`src/rtl/skew_pkg.sv`:
```
// rtl/skew_pkg.sv - shared mode type and per-lane delay rule for the skew buffer
//
// Purpose: holds the SKEW/DESKEW mode enum and delay_of(), which gives the
// delay of lane k in an n-lane buffer for a given mode.
// Ports: none (package).

package skew_pkg;

  typedef enum logic {
    SKEW   = 1'b0,
    DESKEW = 1'b1
  } mode_e;

  // SKEW staggers lanes so lane k trails lane 0 by k cycles; DESKEW is the
  // mirror image and realigns a previously skewed column.
  function automatic int delay_of(input int k, input int n, input mode_e mode);
    return (mode == SKEW) ? k : (n - 1 - k);
  endfunction

endpackage

```
`src/rtl/skew_lane.sv`:
```
// rtl/skew_lane.sv - one activation lane: register chain, valid bits, mode tap
//
// Purpose: delays one lane by delay_of(LANE, DEPTH+1, mode) accepted cycles.
// The full DEPTH-stage chain is always built so either mode's tap is present.
// Ports:
//   clk, rst       clock, asynchronous active-high reset
//   en             advance strobe; 0 holds every register
//   mode           active mode, selects the output tap
//   act_valid_i    input sample valid
//   act_i          input sample
//   act_o          delayed sample (zero for bubbles)
//   act_valid_o    valid travelling with act_o

module skew_lane
  import skew_pkg::*;
#(
  parameter int DATAWIDTH = 8,
  parameter int DEPTH     = 15,
  parameter int LANE      = 0
) (
  input  logic                 clk,
  input  logic                 rst,
  input  logic                 en,
  input  mode_e                mode,
  input  logic                 act_valid_i,
  input  logic [DATAWIDTH-1:0] act_i,
  output logic [DATAWIDTH-1:0] act_o,
  output logic                 act_valid_o
);

  localparam int D_SKEW   = delay_of(LANE, DEPTH + 1, SKEW);
  localparam int D_DESKEW = delay_of(LANE, DEPTH + 1, DESKEW);

  logic [DEPTH-1:0][DATAWIDTH-1:0] data_q;
  logic [DEPTH-1:0]                vld_q;
  logic [DATAWIDTH-1:0]            fill_data;

  // Bubbles are stored as zero so an idle pipe never leaks stale data.
  assign fill_data = act_valid_i ? act_i : '0;

  always_ff @(posedge clk or posedge rst) begin
    if (rst) begin
      data_q <= '0;
      vld_q  <= '0;
    end else if (en) begin
      data_q[0] <= fill_data;
      vld_q[0]  <= act_valid_i;
      for (int j = 1; j < DEPTH; j++) begin
        data_q[j] <= data_q[j-1];
        vld_q[j]  <= vld_q[j-1];
      end
    end
  end

  logic [DATAWIDTH-1:0] skew_data;
  logic [DATAWIDTH-1:0] deskew_data;
  logic                 skew_vld;
  logic                 deskew_vld;

  // A zero-delay tap bypasses the chain entirely; its valid is qualified by
  // en because a stalled cycle accepts nothing.
  if (D_SKEW == 0) begin : g_skew_comb
    assign skew_data = fill_data;
    assign skew_vld  = act_valid_i & en;
  end else begin : g_skew_reg
    assign skew_data = data_q[D_SKEW-1];
    assign skew_vld  = vld_q[D_SKEW-1];
  end

  if (D_DESKEW == 0) begin : g_deskew_comb
    assign deskew_data = fill_data;
    assign deskew_vld  = act_valid_i & en;
  end else begin : g_deskew_reg
    assign deskew_data = data_q[D_DESKEW-1];
    assign deskew_vld  = vld_q[D_DESKEW-1];
  end

  assign act_o       = (mode == SKEW) ? skew_data : deskew_data;
  assign act_valid_o = (mode == SKEW) ? skew_vld  : deskew_vld;

  // Middle lanes never tap the last stage in either mode; the stage is kept
  // so every lane has identical structure.
  logic unused_tail;
  assign unused_tail = ^{vld_q[DEPTH-1], data_q[DEPTH-1]};

endmodule

```
`src/rtl/skew_buffer.sv`:
```
// rtl/skew_buffer.sv - systolic-array activation skew/deskew buffer
//
// Purpose: delays each of N_SIZE lanes by its lane-dependent amount, tracks
// in-flight data with a drain counter and only allows mode switches when idle.
// Ports:
//   clk, rst       clock, asynchronous active-high reset
//   en             advance strobe; 0 stalls everything
//   mode_i         requested mode (0 SKEW, 1 DESKEW)
//   act_valid_i    input column valid
//   act_i          input column, one DATAWIDTH word per lane
//   act_o          delayed column
//   act_valid_o    per-lane valid
//   mode_o         active mode
//   busy_o         valid data still in flight
//   mode_err_o     one-cycle pulse per rejected mode change

module skew_buffer
  import skew_pkg::*;
#(
  parameter int DATAWIDTH = 8,
  parameter int N_SIZE    = 16
) (
  input  logic                             clk,
  input  logic                             rst,
  input  logic                             en,
  input  logic                             mode_i,
  input  logic                             act_valid_i,
  input  logic [N_SIZE-1:0][DATAWIDTH-1:0] act_i,
  output logic [N_SIZE-1:0][DATAWIDTH-1:0] act_o,
  output logic [N_SIZE-1:0]                act_valid_o,
  output logic                             mode_o,
  output logic                             busy_o,
  output logic                             mode_err_o
);

  localparam int DEPTH = N_SIZE - 1;
  localparam int CW    = $clog2(N_SIZE);

  mode_e           mode_q;
  mode_e           mode_req;
  logic [CW-1:0]   drain_q;
  logic            err_q;
  logic            busy;

  assign mode_req = mode_e'(mode_i);
  assign busy     = (drain_q != '0);

  // The longest lane delay is N_SIZE-1 accepted cycles, so reloading to that
  // value on every valid sample covers the slowest lane. Load beats decrement.
  always_ff @(posedge clk or posedge rst) begin
    if (rst) begin
      drain_q <= '0;
      mode_q  <= SKEW;
      err_q   <= 1'b0;
    end else begin
      err_q <= 1'b0;
      if (en && act_valid_i) begin
        drain_q <= CW'(N_SIZE - 1);
      end else if (en && busy) begin
        drain_q <= drain_q - 1'b1;
      end
      // Switching taps with data in flight would scramble it, and a valid
      // input always wins over a mode change on the same edge.
      if (mode_req != mode_q) begin
        if (busy || act_valid_i) begin
          err_q <= 1'b1;
        end else begin
          mode_q <= mode_req;
        end
      end
    end
  end

  for (genvar k = 0; k < N_SIZE; k++) begin : g_lane
    skew_lane #(
      .DATAWIDTH(DATAWIDTH),
      .DEPTH    (DEPTH),
      .LANE     (k)
    ) u_lane (
      .clk        (clk),
      .rst        (rst),
      .en         (en),
      .mode       (mode_q),
      .act_valid_i(act_valid_i),
      .act_i      (act_i[k]),
      .act_o      (act_o[k]),
      .act_valid_o(act_valid_o[k])
    );
  end

  assign mode_o     = mode_q;
  assign busy_o     = busy;
  assign mode_err_o = err_q;

endmodule

```
`config.mk`:
```
export PLATFORM = sky130hd
export DESIGN_NAME = skew_buffer
export DESIGN_NICKNAME = d
export VERILOG_FILES = /design/src/rtl/skew_pkg.sv /design/src/rtl/skew_lane.sv /design/src/rtl/skew_buffer.sv
export SDC_FILE = /design/constraint.sdc
export NUM_CORES = 2
export LEC_CHECK = 0
export CAP_MARGIN = 20
export CORE_MARGIN = 10
export CORE_UTILIZATION = 50
export CTS_BUF_LIST = sky130_fd_sc_hd__clkbuf_2
export DETAILED_ROUTE_END_ITERATION = 8
export PLACE_DENSITY = 0.7
export SLEW_MARGIN = 20
export SYNTH_ARGS = -nofsm -noshare
export SYNTH_HDL_FRONTEND = slang
export SYNTH_SLANG_ARGS = --single-unit
```
`constraint.sdc`:
```
create_clock -name clk -period 111.1 [get_ports clk]
set_clock_uncertainty 0.2 [all_clocks]
set_input_delay 11.11 -clock clk [delete_from_list [all_inputs] [get_ports clk]]
set_output_delay 11.11 -clock clk [all_outputs]
set_load 0.01 [all_outputs]
```
==> results.py <==
metrics = {
    "floorplan": {
        "dieArea_mm2": 0.1303,
        "start_util_pct": 50.22,
        "die_height_um": 360.9,
        "coreArea_mm2": 0.1157,
        "die_width_um": 360.9,
        "num_io_pins": 280,
        "row_count": 125,
    },
    "clock_tree": {
        "htreeDepth": 5,
        "cts_made_buffers": 386,
        "cts_hold_buf": 0,
        "root_buffer": "clkbuf_2",
        "clock-sinks": 1493,
        "clk_pin_slew_ps": 90,
        "cts_tree": "built",
        "cts_resized": 0,
        "clk_latency_ps": 1540,
        "post_cts_buffers": 0,
        "cts_max_path_buffers": 4,
    },
    "hold_path": {
        "hp-class": "reg2reg",
        "hold_start": "g_lane[14].u_lane.data_q[95]",
        "hold_path_depth": 1,
    },
    "sta": {
        "setup_tns_ps": 0,
        "drv_slew": 0,
        "fin_crit_sh_pct": 22.00,
        "tightest_slew_ps": 1075,
        "hold_violations": 0,
        "slew_headroom_pct": 28.31,
        "setup_viol": 0,
        "rsz0062_at_grt": "false",
        "timing.fmax_mhz": 40.91,
        "period_needed_ps": 24450,
    },
    "layout": {
        "final_cell_mix": "dfrtp_1 (1,492), mux2_2 (1,469), clkbuf_2 (561)",
        "fill_cells": 9628,
        "final_layout_size_suffix_gt1_share_pct": 47.53,
        "final_area_mm2": 0.06429,
        "syn_to_final_growth_pct": 10.62,
        "layout_commonest_cell": "dfrtp_1",
        "nNetsFinal": 4304,
        "layoutNonFillerInstCount": 5928,
    },
    "grt": {
        "grt_pass1_vias": 31600,
        "antenna_found_initial": 3,
        "grtUsageTotal_pct": 14.71,
        "grt_pass1_wl_um": 160600,
        "gr-total-overflow": 0,
        "grt_max_degree": 200,
    },
    "route": {
        "wl_met2_um": 45780,
        "vias": 29610,
        "top_layer": "met4",
        "routed_wl_um": 95160,
        "route.detailed.wl_per_inst_um": 16.05,
        "ant_nets": 0,
        "drtPass1Iterations": 4,
        "wl_met1_um": 43040,
        "viasPerCell": 4.996,
        "dr.first_iter.drc_count": 1451,
        "drc_errors": 0,
        "wl_met3_um": 4196,
    },
    "yosys": {
        "synth_nets": 3818,
        "synth_cell_types": 24,
        "avgSynthCellArea_um2": 15.78,
        "synth_cells": 3683,
        "seq_area_frac_synth_pct": 64.28,
        "syn-cell-area_mm2": 0.05812,
        "ys_ff_latch": 1493,
        "yosys_warnings": 0,
    },
    "pwr": {
        "p_leak_nw": 31.07,
        "cellPowerDensity_mw_per_mm2": 20.89,
        "vdd_drop_max_uv": 9.491,
    },
    "setup_path": {
        "cp-startpoint": "en",
        "cp-start-kind": "primary input",
        "r2r_start": "drain_q[0]",
        "crit_arrival_ps": 13140,
        "worstPathCellList": "buf_16, buf_4, nand2_1, o21ai_0, clkdlybuf4s50_1",
        "crit_required_ps": 99790,
        "path_max_fanout": 133,
        "r2r_end": "mode_o",
        "r2r_setup_slack_ps": 109100,
        "timing.critical_path.buf_inv": 3,
        "max_stage_delay_ps": 590,
        "ff2ff_path_depth": 5,
        "crit_family": "buffers and inverters",
        "critPathKind": "in2out",
        "end_kind": "primary output",
        "path_depth": 5,
        "cpMaxStageDelayCell": "clkdlybuf4s50_1",
        "crit_end": "act_valid_o[0]",
    },
    "placed_design": {
        "dpl.hpwl_um": 56860,
        "place_inst": 5304,
        "port_buffers": 279,
        "place_area_mm2": 0.06114,
        "gp_congestion": 0.7129,
    },
    "job": {
        "maxCapViolCount": 0,
    },
    "status": {
        "outcome": "finished, final reports clean",
    },
}
[worst min path at each step]
| stage | endpoint | slack (ps) |
|---|---|---|
| floorplan | g_lane[15].u_lane.skew_data[0] | 250 |
| global placement | g_lane[15].u_lane.skew_data[3] | 270 |
| detailed placement | g_lane[15].u_lane.skew_data[4] | 270 |
| CTS | g_lane[14].u_lane.data_q[103] | 210 |
| global route | g_lane[14].u_lane.data_q[103] | 230 |
| finish | g_lane[14].u_lane.data_q[103] | 210 |
[stage by stage]
| step | hold slack, ps | worst slack (ps) | total power [mW] | util, % |
|---|---|---|---|---|
| floorplan | 249.2 | 57680 | 0.9362 | - |
| global placement | 269.6 | 86690 | 1.005 | 52.83 |
| detailed placement | 268.5 | 86700 | 1.017 | 52.83 |
| CTS | 209.0 | 86680 | 1.372 | 55.51 |
| global route | 228.7 | 86460 | 1.436 | 55.55 |
| finish | 210.9 | 86650 | 1.343 | 55.55 |
[flip-flops by register name (all words and copies together) (netlist names)]
name,cells
g_lane.u_lane.deskew_data,120
drain_q,4
mode_o,1
g_lane.u_lane.vld_q,15
mode_err_o,1
g_lane.u_lane.skew_data,120
g_lane.u_lane.data_q,1232
[layout make-up]
cell class / count / area (um^2) / area share [%]
flip-flops and latches: 1493 / 37360 / 58.12
well taps: 1524 / 1907 / 2.966
inverters: 141 / 536.8 / 0.8349
multi-input cells: 1827 / 18200 / 28.31
repair buffers: 320 / 3162 / 4.918
clock inverters: 55 / 299.0 / 0.4651
clock buffers: 561 / 2808 / 4.367
diodes: 7 / 17.52 / 0.02724
[cell families after synthesis]
group	synth area share [%]
buf+inv	4.411
mux	28.46
compound gates	1.488
flops	64.28
simple gates	1.302
fa+ha+maj	0.04305
xor+xnor	0.01507
[metal layers]
metal	vias to the layer above	global-route usage, %
met5	-	0
met4	0	6.247
met3	205	3.646
met2	480	23.46
met1	15020	19.13
li1	13910	-
[synthesized netlist by cell type (all sizes together)]
| library cell | number | area, um^2 |
|---|---|---|
| nand3 | 24 | 120.1 |
| nor2b | 2 | 12.51 |
| inv | 141 | 529.3 |
| or3b | 1 | 8.760 |
| ha | 2 | 25.02 |
| nand2 | 149 | 559.3 |
| nor3 | 3 | 15.01 |
| clkbuf | 17 | 63.81 |
| a22o | 2 | 17.52 |
| nor2 | 4 | 22.52 |
| o41ai | 1 | 8.760 |
| nand2b | 1 | 6.260 |
| and2 | 1 | 6.260 |
| mux2 | 1469 | 16540 |
| buf | 205 | 1971 |
| xnor2 | 1 | 8.760 |
| dfrtp | 1493 | 37360 |
| or2 | 1 | 6.260 |
| a311oi | 2 | 17.52 |
| o21ai | 164 | 820.8 |
[power by group]
group          total, mW  internal [mW]  switching (mW)
registers          0.758          0.686          0.0719
logic              0.241          0.155          0.0857
clock network      0.344          0.139           0.206
total               1.34          0.980           0.363
Note: power is estimated with default switching activity, not from simulation.
